## src/rtl/mips_prog_loader.sv

```systemverilog
// Boot loader for the two-phase MIPS core: streams a program into instruction memory, then runs and supervises the core.
// Optional feature macro CHECKSUM_EN: require and verify an XOR trailer word after the program.
module mips_prog_loader #(
  parameter int unsigned ADDR_W  = 10,
  parameter int unsigned DATA_W  = 32,
  parameter int unsigned TIMEOUT = 4096
) (
  input  logic              clk1,
  input  logic              rst,
  input  logic              load_req,
  input  logic [ADDR_W:0]   load_len,
  input  logic              in_valid,
  input  logic [DATA_W-1:0] in_data,
  output logic              in_ready,
  output logic              mem_we,
  output logic [ADDR_W-1:0] mem_addr,
  output logic [DATA_W-1:0] mem_wdata,
  output logic              core_rst,
  input  logic              core_halted,
  output logic              busy,
  output logic              done,
  output logic              err,
  output logic [1:0]        err_code,
  output logic [23:0]       cycle_cnt
);

  localparam int unsigned LEN_W = ADDR_W + 1;
  localparam int unsigned CNT_W = 24;
  localparam logic [LEN_W-1:0] MAX_LEN     = {1'b1, {ADDR_W{1'b0}}};
  localparam logic [CNT_W-1:0] TIMEOUT_CNT = CNT_W'(TIMEOUT);
  localparam logic [CNT_W-1:0] CNT_MAX     = '1;
  localparam logic [1:0] ERR_NONE = 2'd0;
  localparam logic [1:0] ERR_LEN  = 2'd1;
  localparam logic [1:0] ERR_SUM  = 2'd2;
  localparam logic [1:0] ERR_TMO  = 2'd3;

  typedef enum logic [2:0] {
    S_IDLE, S_LOAD, S_CHECK, S_RUN, S_DONE, S_ERROR
  } state_t;

  state_t            state;
  logic [ADDR_W-1:0] word_cnt;
  logic [ADDR_W-1:0] last_idx;
  logic [CNT_W-1:0]  cnt_nxt;
  logic              accept;
`ifdef CHECKSUM_EN
  logic [DATA_W-1:0] csum;
`endif

  // Memory write port follows the stream handshake in the same cycle.
  assign accept    = in_valid & in_ready;
  assign mem_we    = accept & (state == S_LOAD);
  assign mem_addr  = word_cnt;
  assign mem_wdata = mem_we ? in_data : '0;
  assign cnt_nxt   = (cycle_cnt == CNT_MAX) ? cycle_cnt : cycle_cnt + CNT_W'(1);

  always_ff @(posedge clk1) begin
    if (rst) begin
      state     <= S_IDLE;
      word_cnt  <= '0;
      last_idx  <= '0;
      in_ready  <= 1'b0;
      core_rst  <= 1'b1;
      busy      <= 1'b0;
      done      <= 1'b0;
      err       <= 1'b0;
      err_code  <= ERR_NONE;
      cycle_cnt <= '0;
`ifdef CHECKSUM_EN
      csum      <= '0;
`endif
    end else begin
      case (state)
        S_IDLE, S_DONE, S_ERROR: begin
          if (load_req) begin
            core_rst <= 1'b1;
            done     <= 1'b0;
            if (load_len == '0 || load_len > MAX_LEN) begin
              state    <= S_ERROR;
              err      <= 1'b1;
              err_code <= ERR_LEN;
            end else begin
              state     <= S_LOAD;
              word_cnt  <= '0;
              last_idx  <= ADDR_W'(load_len - LEN_W'(1));
              cycle_cnt <= '0;
              in_ready  <= 1'b1;
              busy      <= 1'b1;
              err       <= 1'b0;
              err_code  <= ERR_NONE;
`ifdef CHECKSUM_EN
              csum      <= '0;
`endif
            end
          end
        end
        S_LOAD: begin
          if (accept) begin
            word_cnt <= word_cnt + ADDR_W'(1);
`ifdef CHECKSUM_EN
            csum <= csum ^ in_data;
            if (word_cnt == last_idx) begin
              state <= S_CHECK;
            end
`else
            if (word_cnt == last_idx) begin
              state    <= S_RUN;
              in_ready <= 1'b0;
              core_rst <= 1'b0;
            end
`endif
          end
        end
`ifdef CHECKSUM_EN
        // Trailer word must equal the XOR of every program word.
        S_CHECK: begin
          if (accept) begin
            in_ready <= 1'b0;
            if (in_data == csum) begin
              state    <= S_RUN;
              core_rst <= 1'b0;
            end else begin
              state    <= S_ERROR;
              busy     <= 1'b0;
              err      <= 1'b1;
              err_code <= ERR_SUM;
            end
          end
        end
`endif
        // Halt takes priority over a timeout landing on the same cycle.
        S_RUN: begin
          if (core_halted) begin
            state <= S_DONE;
            busy  <= 1'b0;
            done  <= 1'b1;
          end else begin
            cycle_cnt <= cnt_nxt;
            if (cnt_nxt >= TIMEOUT_CNT) begin
              state    <= S_ERROR;
              busy     <= 1'b0;
              err      <= 1'b1;
              err_code <= ERR_TMO;
              core_rst <= 1'b1;
            end
          end
        end
        default: begin
          state    <= S_IDLE;
          in_ready <= 1'b0;
          busy     <= 1'b0;
          core_rst <= 1'b1;
        end
      endcase
    end
  end

endmodule

```

## config.mk

```make
export PLATFORM = sky130hd
export DESIGN_NAME = mips_prog_loader
export DESIGN_NICKNAME = d
export VERILOG_FILES = /design/src/rtl/mips_prog_loader.sv
export SDC_FILE = /design/constraint.sdc
export NUM_CORES = 1
export LEC_CHECK = 0
export ABC_AREA = 1
export ABC_CLOCK_PERIOD_IN_PS = 2400
export BUFFER_PORTS_ARGS = -buffer_cell sky130_fd_sc_hd__buf_4
export CAP_MARGIN = 40
export CORE_AREA = 2 2 99 101
export CTS_CLUSTER_DIAMETER = 50
export DETAILED_ROUTE_END_ITERATION = 12
export DIE_AREA = 0 0 101 103
export PLACE_DENSITY = 0.68
export SYNTH_ARGS = -nofsm -noshare
export SYNTH_HDL_FRONTEND = slang
export SYNTH_SLANG_ARGS = --single-unit
```

## constraint.sdc

```tcl
create_clock -name clk1 -period 2.4 [get_ports clk1]
set_clock_uncertainty 0.05 [all_clocks]
set_input_delay 0 -clock clk1 [delete_from_list [all_inputs] [get_ports clk1]]
set_output_delay 0 -clock clk1 [all_outputs]
set_load 0.005 [all_outputs]
```

==> results.md <==
| Group | Result | Value |
|:---|:---|:---|
| layout | Post-route non-filler standard cell count | 830 |
| timing | Setup-failing EPs final | 0 |
| critical path | Worst reg-to-reg setup slack | 0.26 ns |
| synth | Cell variety after synth | 37 |
| critical path | Most frequent cell on the critical path | sky130_fd_sc_hd__nor2_4 |
| critical path | End of the worst register-to-register path | busy |
| timing | Fin crit share | 0.923 |
| timing | Final critical delay including setup and external delays | 2.22 ns |
| synth | Net count after synthesis | 640 |
| layout | Number of antenna repair diodes | 0 |
| floorplan | Total number of placement rows | 36 |
| power | Switching power total | 1.31 mW |
| synth | Number of enable flip-flop cells after synthesis | 0 |
| critical path | Data required, critical path | 2.57 ns |
| global routing | Antenna violations before repair | 0 |
| place | Dpl cells | 812 |
| clock tree | Clock root buffer master | sky130_fd_sc_hd__clkbuf_8 |
| route | Starting DRT DRC Count | 320 |
| place | Worst slack at placement | 0.161 ns |
| critical path | Maximum fanout along the worst path | 19 |
| power | Final Power | 3.25 mW |
| clock tree | Number of H-tree levels | 2 |
| route | Wirelength per Cell | 13.0 um |
| power | Switching Share | 0.404 |
| floorplan | Die X | 101 um |
| critical path | CP max-delay cell | sky130_fd_sc_hd__dlygate4sd3_1 |
| timing | RSZ-0062 raised after global routing | true |
| timing | Final Slew Violations | 0 |
| route | Routed Antenna Nets | 0 |
| power | Internal cell power | 1.94 mW |
| layout | Final-stage net count | 766 |
| floorplan | Core Area | 9460 um^2 |
| layout | Signed area change from the synthesized netlist to the final layout | 33.5% |
| power | Areal power density over the cells | 663 nW/um^2 |
| clock tree | TritonCTS clock tree | yes |
| synth | Post-Synthesis Cells | 589 |
| route | Vias | 4125 |
| floorplan | Effective utilization at floorplan | 0.388 |
| critical path | Classification of the worst setup path | input port to flop |
| layout | Final core utilization | 0.519 |
| timing | Setup TNS | 0 ns |
| synth | Average cell area after synthesis | 6.24 um^2 |
| global routing | GR Util All Layers | 0.195 |
| synth | Synthesized area | 3670 um^2 |
| critical path | Launching element type of the critical path | input port |
| power | P_leak | 2.34 nW |
| synth | Number of warnings reported in the yosys synthesis log | 0 |
| critical path | Largest incremental delay on the critical path | 0.54 ns |
| run | Max-cap violation count | 0 |
| power | Clock group share of total power | 0.197 |
| synth | Fraction of registers with async set or reset after synthesis | 0 |
| worst hold path | Hold-critical path endpoint | last_idx[7] |
| power | Portion of total power attributed to sequential cells | 0.388 |
| floorplan | Chip Height | 103 um |
| global routing | Number of global-route vias before repair | 3585 |
| layout | Final-layout fill cell count | 953 |
| route | Residual DRC count | 0 |
| critical path | Nature of the critical path endpoint | flop |
| place | Gp weighted congestion | 0.909 |
| route | Via-per-instance ratio | 4.97 |
| clock tree | Clock buffer depth | 2 |
| global routing | First-pass GRT wire length | 16500 um |
| place | Buffers on Ports | 121 |
| synth | Share of synthesized area occupied by flip-flops and latches | 0.289 |
| power | Share of total power in combinational logic | 0.414 |
| layout | Fraction of final layout cells sized beyond drive strength 1 | 0.265 |
| worst hold path | Cell count of the worst hold path | 4 |
| critical path | Startpoint of the worst-slack reg-to-reg timing path | cycle_cnt[0] |
| place | Estimated wirelength of the detail-placed design | 8190 um |
| worst hold path | Path type of the worst min-delay path | input port to flop |
| clock tree | Source-to-sink clock delay at the later pin of the worst-skew pair | 0.32 ns |
| timing | Worst slew margin relative to its limit | 0.654 |
| timing | Max Clock Freq | 451 MHz |
| synth | Most instantiated flip-flop cell in the synthesis netlist | sky130_fd_sc_hd__dfxtp_1 |
| clock tree | Clock-pin slew on the worst setup and hold paths | 0.10 ns |
| synth | Flip-flop and latch count after synthesis | 53 |
| critical path | Data arrival time of the critical path | 2.39 ns |
| clock tree | Clock tree sinks | 53 |
| critical path | Count of cells along the worst register-to-register path | 12 |
| timing | Pin slew with the least headroom to its limit | 0.519 ns |
| route | Number of detailed-route iterations in the first pass | 5 |
| worst hold path | Worst Min Path Start | load_len[5] |
| route | Routed WL | 10800 um |
| floorplan | Die area | 10400 um^2 |
| floorplan | Number of top-level pins | 122 |
| timing | Fin worst setup slack | 0.185 ns |
| global routing | Global route overflow | 0 |
| global routing | Largest net degree at the start of global routing | 38 |
| timing | Hold violation total from the final report | 0 |
| run status | Outcome | finished, final reports clean |
| power | Worst voltage drop across the vdd grid | 346 uV |
| clock tree | Inserted Clock Buffers | 5 |
| critical path | Cell chain of the critical path | dlygate4sd3_1, buf_4, inv_1, ha_1, nand2_2, nor2_4, nand4_2, nor2_4, nand3_1, nand2_1, nand2_1, nor2_4, inv_4, nand2_8, inv_2, a21oi_1, nor2_1 |
==> layer usage <==
layer / track usage / routed length, um / up-vias
met4: 0.0426 / 116 / 0
met3: 0.0183 / 667 / 12
met1: 0.258 / 4650 / 1878
met5: 0 / 0 / -
met2: 0.345 / 5320 / 137
li1: - / - / 2098
==> cells in the final DEF (no fill, tap or decap), drive strengths merged, types with 3 or more instances in the layout <==
cell         count
a21oi           42
buf            127
clkbuf           5
dfxtp           53
dlygate4sd3      9
ha               3
inv             94
nand2          134
nand3           35
nand4            9
nor2           113
nor3             9
nor4             4
o21ai           43
xnor2            5
xor2            18
==> flip-flops by register name, indices dropped and copies added, names as in the netlist <==
name and cells:
last_idx 10, mem_addr 10, done 1, core_rst 1
state 3, busy 1, cycle_cnt 24, err_code 2
in_ready 1
==> power by group through the flow <==
stage	Clock (mW)	Combinational [mW]	Sequential (mW)
after floorplan	0	0.847	1.24
after global placement	0	1.27	1.28
after detailed placement	0	1.28	1.28
after CTS	0.655	1.30	1.26
after global routing	0.683	1.51	1.29
final	0.641	1.35	1.26
==> cells in the mapped netlist, drive strengths merged, types with 3 or more instances <==
library cell | count | area, um^2
xnor2 | 5 | 43.8
nor4 | 4 | 25.0
nor3 | 9 | 50.1
clkbuf | 6 | 22.5
a21oi | 42 | 210
buf | 12 | 92.6
o21ai | 43 | 215
nand2 | 133 | 558
nor2 | 113 | 494
nand4 | 9 | 77.6
inv | 93 | 352
ha | 3 | 37.5
xor2 | 18 | 158
nand3 | 35 | 200
dfxtp | 53 | 1060
==> worst max-delay path by stage <==
stage,startpoint,end,slack (ns),cells past startpoint
floorplan,cycle_cnt[0],busy,0.37,14
global placement,cycle_cnt[1],busy,0.23,13
detailed placement,cycle_cnt[1],busy,0.16,14
CTS,load_len[0],mem_addr[8],0.05,17
global route,load_len[0],cycle_cnt[19],-0.003,17
finish,load_len[0],cycle_cnt[19],0.18,17
==> cell families (layout without fill, tap and decap cells) <==
group / Yosys count / in the layout / synth area share
xor gates and xnor gates: 23 / 23 / 0.0548
DFF: 53 / 53 / 0.289
and+or+nand+nor: 308 / 309 / 0.392
adders and majority gates: 3 / 3 / 0.0102
buffers and inverters: 111 / 237 / 0.127
AOI/OAI and AO/OA: 91 / 91 / 0.127
==> cell type report <==
cell class              instances  area (um^2)  share of cell area
clock buffers                   5         68.8              0.0140
clock inverters                 3         43.8             0.00893
inverters                      93          352              0.0717
multi-input cells             426         2190               0.447
flip-flops and latches         53         1060               0.217
well taps                     114          143              0.0291
repair buffers                136         1040               0.213
==> metrics by stage <==
stage	hold slack (ns)	cell area, um^2
CTS	0.000517	4860
detailed placement	0.147	4650
global placement	0.137	4650
global route	0.0369	4910
finish	0.0279	4910
floorplan	0.0191	3670
==> worst max-delay path: cells and delay by family <==
kind | cells | cell delay [ns]
simple gates | 10 | 1.04
buf+inv | 5 | 0.97
fa+ha+maj | 1 | 0.18
compound gates | 1 | 0.18
==> repair_timing <==
item                       4_1_cts  5_1_grt
hold endpoints to repair        19        0
gates resized for setup          0        9
setup endpoints to repair        0       28
hold buffers                     9        0
buffers inserted                 0        0
Note: power is estimated with default switching activity, not from simulation.
